`config.mk`:
```
export PLATFORM = sky130hd
export DESIGN_NAME = inst_fetch
export DESIGN_NICKNAME = d
export VERILOG_FILES = /design/src/rtl/inst_fetch_pkg.sv /design/src/rtl/fetch_fifo.sv /design/src/rtl/inst_fetch.sv
export SDC_FILE = /design/constraint.sdc
export NUM_CORES = 1
export LEC_CHECK = 0
export ABC_AREA = 1
export CORE_AREA = 3 3 276 224
export CTS_CLUSTER_DIAMETER = 50
export DETAILED_ROUTE_END_ITERATION = 12
export DIE_AREA = 0 0 279 227
export GPL_ROUTABILITY_DRIVEN = 0
export PLACE_DENSITY = 0.46
export SETUP_SLACK_MARGIN = 0.2
export SYNTH_ARGS = -nofsm -noshare
export SYNTH_HDL_FRONTEND = slang
export SYNTH_SLANG_ARGS = --single-unit
export TNS_END_PERCENT = 10
```
`constraint.sdc`:
```
create_clock -name clk -period 6.6 [get_ports clk]
set_clock_uncertainty 0.05 [all_clocks]
set_input_delay 1.32 -clock clk [delete_from_list [all_inputs] [get_ports clk]]
set_output_delay 1.32 -clock clk [all_outputs]
set_load 0.05 [all_outputs]
```
`src/rtl/inst_fetch_pkg.sv`:
```
// Shared types and constants for the instruction fetch stage.
package inst_fetch_pkg;

  localparam int cXLEN = 32;
  localparam logic [cXLEN-1:0] cResetPc = 32'h0000_0000;

  typedef enum logic [1:0] {
    IDLE,
    FETCH,
    FLUSH
  } tFetchState;

  typedef struct packed {
    logic [cXLEN-1:0] pc;
    logic [31:0]      inst;
  } tFetchEntry;

endpackage

```
`src/rtl/fetch_fifo.sv`:
```
// Show-ahead synchronous FIFO holding fetched words with their PCs.
module fetch_fifo
  import inst_fetch_pkg::*;
#(
  parameter int DEPTH = 4,
  parameter int CW    = $clog2(DEPTH + 1)
) (
  input  logic          clk,
  input  logic          rst,
  input  logic          push,
  input  tFetchEntry    push_data,
  input  logic          pop,
  input  logic          clear,
  output logic          full,
  output logic          empty,
  output logic [CW-1:0] count,
  output tFetchEntry    head
);

  localparam int PW = (DEPTH > 1) ? $clog2(DEPTH) : 1;

  tFetchEntry    mem [DEPTH];
  logic [PW-1:0] rd_ptr;
  logic [PW-1:0] wr_ptr;
  logic          do_push;
  logic          do_pop;

  function automatic logic [PW-1:0] ptr_inc(input logic [PW-1:0] p);
    return (p == PW'(DEPTH - 1)) ? '0 : p + PW'(1);
  endfunction

  assign do_push = push && !full;
  assign do_pop  = pop && !empty;
  assign full    = (count == CW'(DEPTH));
  assign empty   = (count == '0);
  assign head    = mem[rd_ptr];

  always_ff @(posedge clk) begin
    if (!rst || clear) begin
      rd_ptr <= '0;
      wr_ptr <= '0;
      count  <= '0;
    end else begin
      if (do_push) wr_ptr <= ptr_inc(wr_ptr);
      if (do_pop)  rd_ptr <= ptr_inc(rd_ptr);
      if (do_push && !do_pop)      count <= count + CW'(1);
      else if (!do_push && do_pop) count <= count - CW'(1);
    end
  end

  // Storage carries data only; pointers decide what is live.
  always_ff @(posedge clk) begin
    if (do_push) mem[wr_ptr] <= push_data;
  end

endmodule

```
`src/rtl/inst_fetch.sv`:
```
// Instruction fetch: sequential PC generation, credit-limited memory requests,
// in-order response buffering and flush/redirect with stale-response dropping.
module inst_fetch
  import inst_fetch_pkg::*;
#(
  parameter int              XLEN     = cXLEN,
  parameter logic [XLEN-1:0] RESET_PC = cResetPc,
  parameter int              DEPTH    = 4
) (
  input  logic            clk,
  input  logic            rst,
  output logic            imem_req_valid,
  input  logic            imem_req_ready,
  output logic [XLEN-1:0] imem_req_addr,
  input  logic            imem_rsp_valid,
  input  logic [31:0]     imem_rsp_data,
  output logic            inst_valid,
  input  logic            inst_ready,
  output logic [31:0]     inst,
  output logic [XLEN-1:0] inst_pc,
  input  logic            flush_pipe,
  input  logic [XLEN-1:0] redirect_pc
);

  localparam int CW = $clog2(DEPTH + 1);
  localparam logic [CW:0] cDepthW = (CW + 1)'(DEPTH);

  tFetchState      state;
  logic [XLEN-1:0] fetch_pc;
  logic [XLEN-1:0] rsp_pc;
  logic [CW-1:0]   outstanding;
  logic [CW-1:0]   drop_cnt;
  logic [CW-1:0]   fifo_count;
  logic [CW:0]     in_flight;
  logic            fifo_full;
  logic            fifo_empty;
  logic            accept;
  logic            keep;
  logic            pop;
  logic [XLEN-1:0] redirect_aligned;
  tFetchEntry      head;
  tFetchEntry      push_entry;

  // Buffered plus outstanding words never exceed DEPTH, so the FIFO cannot overflow.
  assign in_flight        = {1'b0, fifo_count} + {1'b0, outstanding};
  assign imem_req_valid   = (state == FETCH) && !flush_pipe && (in_flight < cDepthW);
  assign imem_req_addr    = fetch_pc;
  assign accept           = imem_req_valid && imem_req_ready;
  assign keep             = imem_rsp_valid && !flush_pipe && (drop_cnt == '0);
  assign redirect_aligned = {redirect_pc[XLEN-1:2], 2'b00};
  assign push_entry       = '{pc: rsp_pc, inst: imem_rsp_data};

  assign inst_valid = !fifo_empty && (state != FLUSH) && !flush_pipe;
  assign pop        = inst_valid && inst_ready;
  assign inst       = fifo_empty ? '0 : head.inst;
  assign inst_pc    = fifo_empty ? '0 : head.pc;

  fetch_fifo #(
    .DEPTH(DEPTH),
    .CW   (CW)
  ) u_fifo (
    .clk      (clk),
    .rst      (rst),
    .push     (keep),
    .push_data(push_entry),
    .pop      (pop),
    .clear    (flush_pipe),
    .full     (fifo_full),
    .empty    (fifo_empty),
    .count    (fifo_count),
    .head     (head)
  );

  always_ff @(posedge clk) begin
    if (!rst) begin
      state       <= IDLE;
      fetch_pc    <= RESET_PC;
      rsp_pc      <= RESET_PC;
      outstanding <= '0;
      drop_cnt    <= '0;
    end else if (flush_pipe) begin
      // Every request still in flight, minus the one answered now, returns stale.
      state       <= FLUSH;
      fetch_pc    <= redirect_aligned;
      rsp_pc      <= redirect_aligned;
      outstanding <= outstanding - CW'(imem_rsp_valid);
      drop_cnt    <= outstanding - CW'(imem_rsp_valid);
    end else begin
      case (state)
        IDLE:    state <= FETCH;
        FETCH:   state <= FETCH;
        FLUSH:   state <= FETCH;
        default: state <= IDLE;
      endcase
      if (accept) fetch_pc <= fetch_pc + XLEN'(4);
      if (keep)   rsp_pc   <= rsp_pc + XLEN'(4);
      outstanding <= outstanding + CW'(accept) - CW'(imem_rsp_valid);
      if (imem_rsp_valid && (drop_cnt != '0)) drop_cnt <= drop_cnt - CW'(1);
    end
  end

endmodule

```
Word level (Yosys, flattened, before mapping)

Memories as Yosys holds them, arrays and structs flattened. A register that Yosys moved wholly into a read port is not among the register bits.
Cells that the tools add are included.

Flip-flop bits (word level): 79
Bits in latches: 0
Bits in writable memories: 256
Bits in read-only memories: 0
Input port bits: 70
Output and inout port bits: 98
Logic and storage cells: 80
Memories: 1

$add $sub $neg: 11
Multipliers: 0
Div/mod/pow operators: 0
Order comparisons: 1
Eq/ne operators: 6
Shift-type cells: 0
Muxes and demuxes: 19
Bitwise gates (word level): 1
Reductions and logical operators: 30

Memory list:

| memory     | words | bits a word | rd ports | clocked after Yosys merged registers in | wr ports | line             | text |
|---|---|---|---|---|---|---|---|
| u_fifo.mem | 4     | 64          | 1        | 1                                       | 1        | fetch_fifo.sv:22 | `tFetchEntry mem [DEPTH];` |

Operators by type and width:

| operator                                           | number |
|---|---|
| two-way mux 32 bit                                 | 6 |
| adder 32 x 3 -> 32 bit, second input constant      | 2 |
| two-way mux 3 bit                                  | 5 |
| logical AND 1 bit                                  | 13 |
| two-way mux 2 bit                                  | 5 |
| nonzero test 2 bit                                 | 4 |
| == test 2 bit, second input constant               | 3 |
| logical NOT 1 bit                                  | 6 |
| logical NOT 3 bit                                  | 2 |
| subtractor 3 x 1 -> 3 bit                          | 2 |
| subtractor 3 x 1 -> 3 bit, second input constant   | 2 |
| adder 2 x 1 -> 2 bit, second input constant        | 2 |
| adder 3 x 3 -> 4 bit                               | 1 |
| < comparator 4 x 3 -> 1 bit, second input constant | 1 |
| adder 3 x 1 -> 3 bit                               | 1 |
| adder 3 x 1 -> 3 bit, second input constant        | 1 |
| == test 3 bit, second input constant               | 1 |
| two-way mux 1 bit                                  | 3 |
| nonzero test 3 bit                                 | 1 |
| OR reduction 3 bit                                 | 1 |
| == test 2 x 1 -> 1 bit, second input constant      | 1 |
| logical NOT 2 bit                                  | 1 |
| != test 2 bit, second input constant               | 1 |
| OR reduction 2 bit                                 | 1 |
| 2 further kinds                                    | 2 |

Depth between registers and ports, before layout

Gate-level depths: netlist (run 1).

Depth after elaboration: 9
Gate-level depth with buffers: 15
Depth with buffers taken out: 14

By module

Synthesis (run 1) repeated with hierarchy kept, for this count alone.

Cell total of the unflattened synthesis: 1639
Area, all modules: 15290.9 µm²

By module, submodules not included:

| module     | instances | cells an instance | area an instance (µm²) | seq. area each (µm²) |
|---|---|---|---|---|
| fetch_fifo | 1         | 692               | 10002.1                | 7867.5 |
| inst_fetch | 1         | 947               | 5288.8                 | 1361.3 |

Least setup slack after synthesis (run 1)

OpenSTA, ideal clock, no wires.

Kind: input to register
Start point: in imem_rsp_valid
End point: mem u_fifo.mem[0][0] in the netlist's numbering (enable)
Library setup time: 482 ps
Arrival time: 4451 ps
Required time: 6068 ps
Slack: 1616 ps
Stages: 4
Buffers on the path: 0
Cell sequence: nand3_4 > nor2_2 > o31ai_2 > nor2_1

Cells in the longest elaborated chain, start to end: 5

Ends and longest elaborated chain:

| item                                    | line             | text |
|---|---|---|
| start: declaration                      | inst_fetch.sv:15 | `input logic imem_rsp_valid,` |
| logical AND 1 bit (2 in series)         | inst_fetch.sv:49 | `assign keep = imem_rsp_valid && !flush_pipe && (drop_cnt == '0);` |
| logical AND 1 bit                       | fetch_fifo.sv:32 | `assign do_push = push && !full;` |
| two-way mux 1 bit                       | fetch_fifo.sv:53 | `if (do_push) mem[wr_ptr] <= push_data;` |
| two-way mux 1 bit (implied by the code) | fetch_fifo.sv:53 |  |
| end: declaration                        | fetch_fifo.sv:22 |  |

Every way passes these cells.

Worst setup path after layout (run 1)

Start point: in flush_pipe
End point: out inst_valid

Cells in the longest elaborated chain, start to end: 2

Ends and longest elaborated chain:

| item               | line             | text |
|---|---|---|
| start: declaration | inst_fetch.sv:21 | `input logic flush_pipe,` |
| logical NOT 1 bit  | inst_fetch.sv:53 | `assign inst_valid = !fifo_empty && (state != FLUSH) && !flush_pipe;` |
| logical AND 1 bit  | inst_fetch.sv:53 |  |
| end: declaration   | inst_fetch.sv:17 | `output logic inst_valid,` |

Every way passes these cells.

==> results of run 1 <==
per-layer routing:
metal / GRT usage / routed length, um
met1: 0.190 / 21500
met2: 0.214 / 19100
met4: 0.0278 / 580
met5: 0 / 0
met3: 0.0252 / 2180
power groups by stage:
stage	clock, mW	combinational [mW]	sequential, mW
detailed placement	0	0.539	2.37
CTS	2.38	0.541	2.33
global route	2.46	0.580	2.34
global placement	0	0.535	2.37
floorplan	0	0.296	2.38
finish	2.32	0.532	2.33
cells in the mapped netlist (all sizes together):
cell    instances
nor2          364
nand2         273
edfxtp        248
o21ai         170
inv           127
a21oi         124
nand3          78
dfxtp          77
clkbuf         41
buf            30
ha             16
a31oi           9
nand3b          6
xnor2           6
xor2            5
nand4           4
o21bai          4
nor3            3
o211ai          3
or2             3
a211oi          2
fa              2
o31ai           2
a21boi          1
a21o            1
a22o            1
a22oi           1
and2            1
clkinv          1
conb            1
how the worst max path moves through the flow:
stage | startpoint | endpoint | slack, ns
final | flush_pipe | inst_valid | 1.65
after detailed placement | imem_rsp_valid | u_fifo.mem[3][24]$_DFFE_PP_ | 1.55
after global placement | flush_pipe | outstanding[2]$_SDFF_PN0_ | 1.51
after floorplan | imem_rsp_valid | u_fifo.mem[0][0]$_DFFE_PP_ | 1.62
after CTS | flop | inst_pc[4] | 1.54
after global routing | flop | inst_pc[6] | 1.44
final cells by class:
type,count,area (um^2),area share
well taps,779,975,0.0522
multi-input cells,1083,5030,0.270
clock inverters,26,347,0.0186
flip-flops and latches,325,8990,0.482
repair buffers,178,1780,0.0952
inverters,128,482,0.0258
clock buffers,47,1060,0.0567
through the flow:
stage	power (mW)	hold WS, ns	utilization	setup slack (ns)	area [um^2]
after floorplan	2.68	0.358	-	1.62	14800
after global placement	2.91	0.377	0.291	1.51	17300
after detailed placement	2.91	0.386	0.291	1.55	17300
after CTS	5.25	0.390	0.314	1.54	18700
after global routing	5.38	0.435	0.314	1.44	18700
final	5.18	0.387	0.314	1.65	18700
flip-flops by register name, summed over array words and instances (netlist names), named ones only:
register       cells
drop_cnt           3
u_fifo.count       3
rsp_pc            30
u_fifo.rd_ptr      2
imem_req_addr     30
state              2
u_fifo.wr_ptr      2
outstanding        3
u_fifo.mem       248
cells by family after synthesis:
group,synth area share
other cells,0.000254
xor+xnor,0.00652
simple gates,0.203
flops,0.608
compound gates,0.111
fa+ha+maj,0.0162
buf+inv,0.0544
==> metrics.txt, run 1 <==
status completed; Initial Util 0.249; Clock transition at path regs ~0.06 ns; vias in the first global route 11,000; Via Count 11,400; Clk pwr share 0.447; Syn Std Cell Area 0.0148 mm^2; Rel. slew slack 0.287; final setup vio count 0; n_diodes 0; post-synthesis register bit count 325; largest net degree at the start of global routing 103; type of the tightest min-delay check flop to flop; Seq pwr share 0.450; Fin. Hold Viols 0; global-route wire length before repair 65,600 um; Post-CTS Resized 0; Critical Path Slowest Stage Cell clkdlybuf4s50_1; Sw Pwr 1.34 mW; Worst Path Buf+Inv 4; Logic pwr share 0.103; Max-cap violations 0; initial antenna violation count 0; starting DRC count in detailed routing 712; Post-Place Cells approximately 2,500; CTS tree yes; # fillers about 6,100; Area contributors post-synth edfxtp_1 (50%), dfxtp_1 (10%), nor2_1 (8.8%), nand2_1 (6.8%), o21ai_0 (5.7%); total gr overflow 0; hold_sp state[1]$_SDFF_PN0_; Post-CTS Setup Repair Bufs 0; post-synthesis cell count 1,604; worst r2r src drop_cnt[0]$_SDFFE_PN0P_; worst skew pair latency 0.55 ns; TritonCTS buffer count 40; nets@finish 1,844; Distinct cells, synth 42; Pre-Repair DR Iteration Count 5; Worst Hold End state[0]$_SDFF_PP0_; Final ANT Viol Nets 0; Int Power 3.84 mW; Peak VDD IR 158 uV; Final HPWL DP 27,600 um; fraction of layout cells with a size suffix above 1 0.0677; Post-Layout Cell Count 2,566; Clock Tree Root clkbuf_16; hold-fix buffers at CTS 0; Worst-Margin Slew 1.06 ns; Hold Path Cell Cnt 1; Cell Chain, Critical Path clkdlybuf4s50_1 > inv_2 > buf_4 > o21ai_0 > nor2_1 > clkdlybuf4s50_1; CP top delay family buffers and inverters; Sum Neg Setup Slack 0 ns; Max Clk Rate between 0.2 and 0.25 GHz; Top Ports 168; most common library cell in the layout ignoring fill and taps nor2_1; sequential share of the synthesized area 0.608; CP Launch Type input pin; Yosys warnings 0; Power Dens Cells between 200 and 300 mW/mm^2; syn avg cell area 9.22 um^2; CP required 5.23 ns; DR vias/cell 4.43; CP endpoint kind output pin; max-slew violations 0; worst reg2reg endpoint u_fifo.mem[3][21]$_DFFE_PP_; die height 227 um; Crit. path cell count 6; LEAKAGE 6.52 nW; DRT Wirelength roughly 43,000 um; Die X 279 um; WL per Instance 16.9 um; # rows 80; CP Class input pin to output pin; worst-path fanout max 25; Clock Path Buffers 3; core footprint 0.0594 mm^2; Synth area leader edfxtp_1; part of the cycle the worst path needs 0.750; Worst path most repeated cell clkdlybuf4s50_1; All-Layer GR Usage 0.134; area grow syn2layout 26.2%; worst reg2reg path depth 7; Period minus WS final 4.95 ns; H-Tree Level Count 2; Switching Share 0.258; Reg2Reg Setup Slack 3.00 ns; most frequent cells in the layout nor2_1 (344), nand2_1 (267), edfxtp_1 (248), o21ai_0 (168), clkdlybuf4s50_1 (161); CP arrival 3.58 ns; Synth top area share 0.504; die footprint approximately 0.063 mm^2; Port Buf Inserts between 150 and 200; crit-path max cell delay 0.88 ns; CTS sink count 325; DRC viols 0; unrepaired setup endpoints after global routing false
Power figures use the tool's default switching activity.
==> inputs of run 2 (changes only) <==
PLACE_DENSITY = 0.47   (was 0.46)
clock period = 4 ns   (was 6.6 ns; I/O delays follow)
==> run 2 against run 1 <==
Critical endpoint is now inst[6]. Cell area increased by 2.3%. Routed wire length decreased by 1.3%. Die area unchanged. Combinational power increased by 84%. First-iteration DRC count increased by 0.14%. Non-clock buffer count increased by 6. Sequential share of layout area decreased by 1.1 points. Critical path depth unchanged. Via count about the same. Count of clock-buffer cells in the layout unchanged.
==> metrics.txt, run 2 (synthesized netlist as in run 1, its figures left out) <==
total gr overflow 0; DRT Wirelength 42,800 um; fraction of layout cells with a size suffix above 1 0.104; Worst path most repeated cell buf_4; Post-CTS Resized 0; DR vias/cell 4.43; LEAKAGE 6.77 nW; TritonCTS buffer count 39; Top Ports ~170; part of the cycle the worst path needs 0.860; WL per Instance 16.6 um; nets@finish 1,849; CP top delay family buffers and inverters; CP endpoint kind output pin; Total Power 8.38 mW; Clock Tree Root clkbuf_16; Crit. path cell count 6; Fin. Hold Viols 0; Via Count 11,400; Max-cap violations 0; CP Class flop to output pin; worst reg2reg path depth 12; Post-CTS Setup Repair Bufs 0; CP required 3.15 ns; core footprint 0.0594 mm^2; area grow syn2layout 29.1%; type of the tightest min-delay check flop to flop; hold-fix buffers at CTS 0; worst skew pair latency 0.54 ns; CTS tree yes; final setup vio count 0; die footprint 0.0633 mm^2; most common library cell in the layout ignoring fill and taps nor2_1; Period minus WS final 3.44 ns; Power Dens Cells 439 mW/mm^2; Initial Util 0.249; Clock Path Buffers 3; CP arrival 2.59 ns; Peak VDD IR about 270 uV; final core utilization 0.322; Final ANT Viol Nets 0; Final HPWL DP 27,300 um; DRC viols 0; H-Tree Level Count 2; largest net degree at the start of global routing between 100 and 150; # fillers 6,091; starting DRC count in detailed routing 713; Worst Path Buf+Inv 3; Hold Path Cell Cnt 1; Rel. slew slack 0.390; vias in the first global route 11,100; max-slew violations 0; Max Clk Rate 0.291 GHz; Die X 279 um; worst-path fanout max 33; All-Layer GR Usage 0.133; number of flip-flops in the largest register 248; CTS sink count 325; n_diodes 0; Clock transition at path regs 0.05 ns; global-route wire length before repair 65,700 um; status completed; initial antenna violation count 0; Critical Path Slowest Stage Cell buf_4; Pre-Repair DR Iteration Count 5; CP Launch Type flop; Biggest register u_fifo.mem; most frequent cells in the layout nor2_1 (344), nand2_1 (267), edfxtp_1 (248), o21ai_0 (168), a21oi_1 (124); die height 227 um; Worst-Margin Slew a little over 0.9 ns; crit-path max cell delay 0.50 ns; Cell Chain, Critical Path clkinv_2 > buf_4 > nor2_1 > o21ai_0 > a21oi_1 > buf_4; Port Buf Inserts 161; # rows 80; Sum Neg Setup Slack 0 ns; unrepaired setup endpoints after global routing false
## run 2: layout make-up
type / instances / area (um^2) / area share
multi-input combinational: 1083 / 5030 / 0.264
inverter: 128 / 482 / 0.0252
tap: 779 / 975 / 0.0511
clock inverter: 24 / 287 / 0.0150
timing repair buffer: 184 / 2300 / 0.120
sequential: 325 / 8990 / 0.471
clock buffer: 47 / 1020 / 0.0533
## run 2: power by group
| part | leakage (nW) | total (mW) | switching (mW) | internal [mW] |
|---|---|---|---|---|
| clock network | 0.630 | 3.57 | 1.41 | 2.15 |
| logic | 3.25 | 0.977 | 0.616 | 0.361 |
| registers | 2.89 | 3.84 | 0.106 | 3.73 |
## run 2: per-layer routing
| metal | vias to the layer above | track usage | share of wire | wire, um |
|---|---|---|---|---|
| met2 | 274 | 0.216 | 0.45 | 19200 |
| li1 | 5681 | - | - | - |
| met3 | 51 | 0.0266 | 0.050 | 2130 |
| met1 | 5372 | 0.185 | 0.48 | 20700 |
| met4 | 0 | 0.0310 | 0.017 | 724 |
| met5 | - | 0 | 0 | 0 |
## run 2: worst paths after layout
kind                                                    from                            to  slack, ns
worst min register to register           state[1]$_SDFF_PN0_           state[0]$_SDFF_PP0_       0.41
worst max register to register  u_fifo.count[1]$_SDFFE_PP0P_  u_fifo.count[2]$_SDFFE_PP0P_       1.27
worst min-delay path                     state[1]$_SDFF_PN0_           state[0]$_SDFF_PP0_       0.41
worst max-delay path                                    flop                       inst[6]       0.56
## run 2: metrics by stage
stage	instances	hold WS, ns	area [um^2]	setup slack, ns
2_1_floorplan	1607	0.358	14800	-0.464
3_3_place_gp	2499	0.385	17800	0.607
3_5_place_dp	2499	0.397	17800	0.603
4_1_cts	2570	0.400	19100	0.486
5_1_grt	2570	0.416	19100	0.384
6_report	2570	0.407	19100	0.561
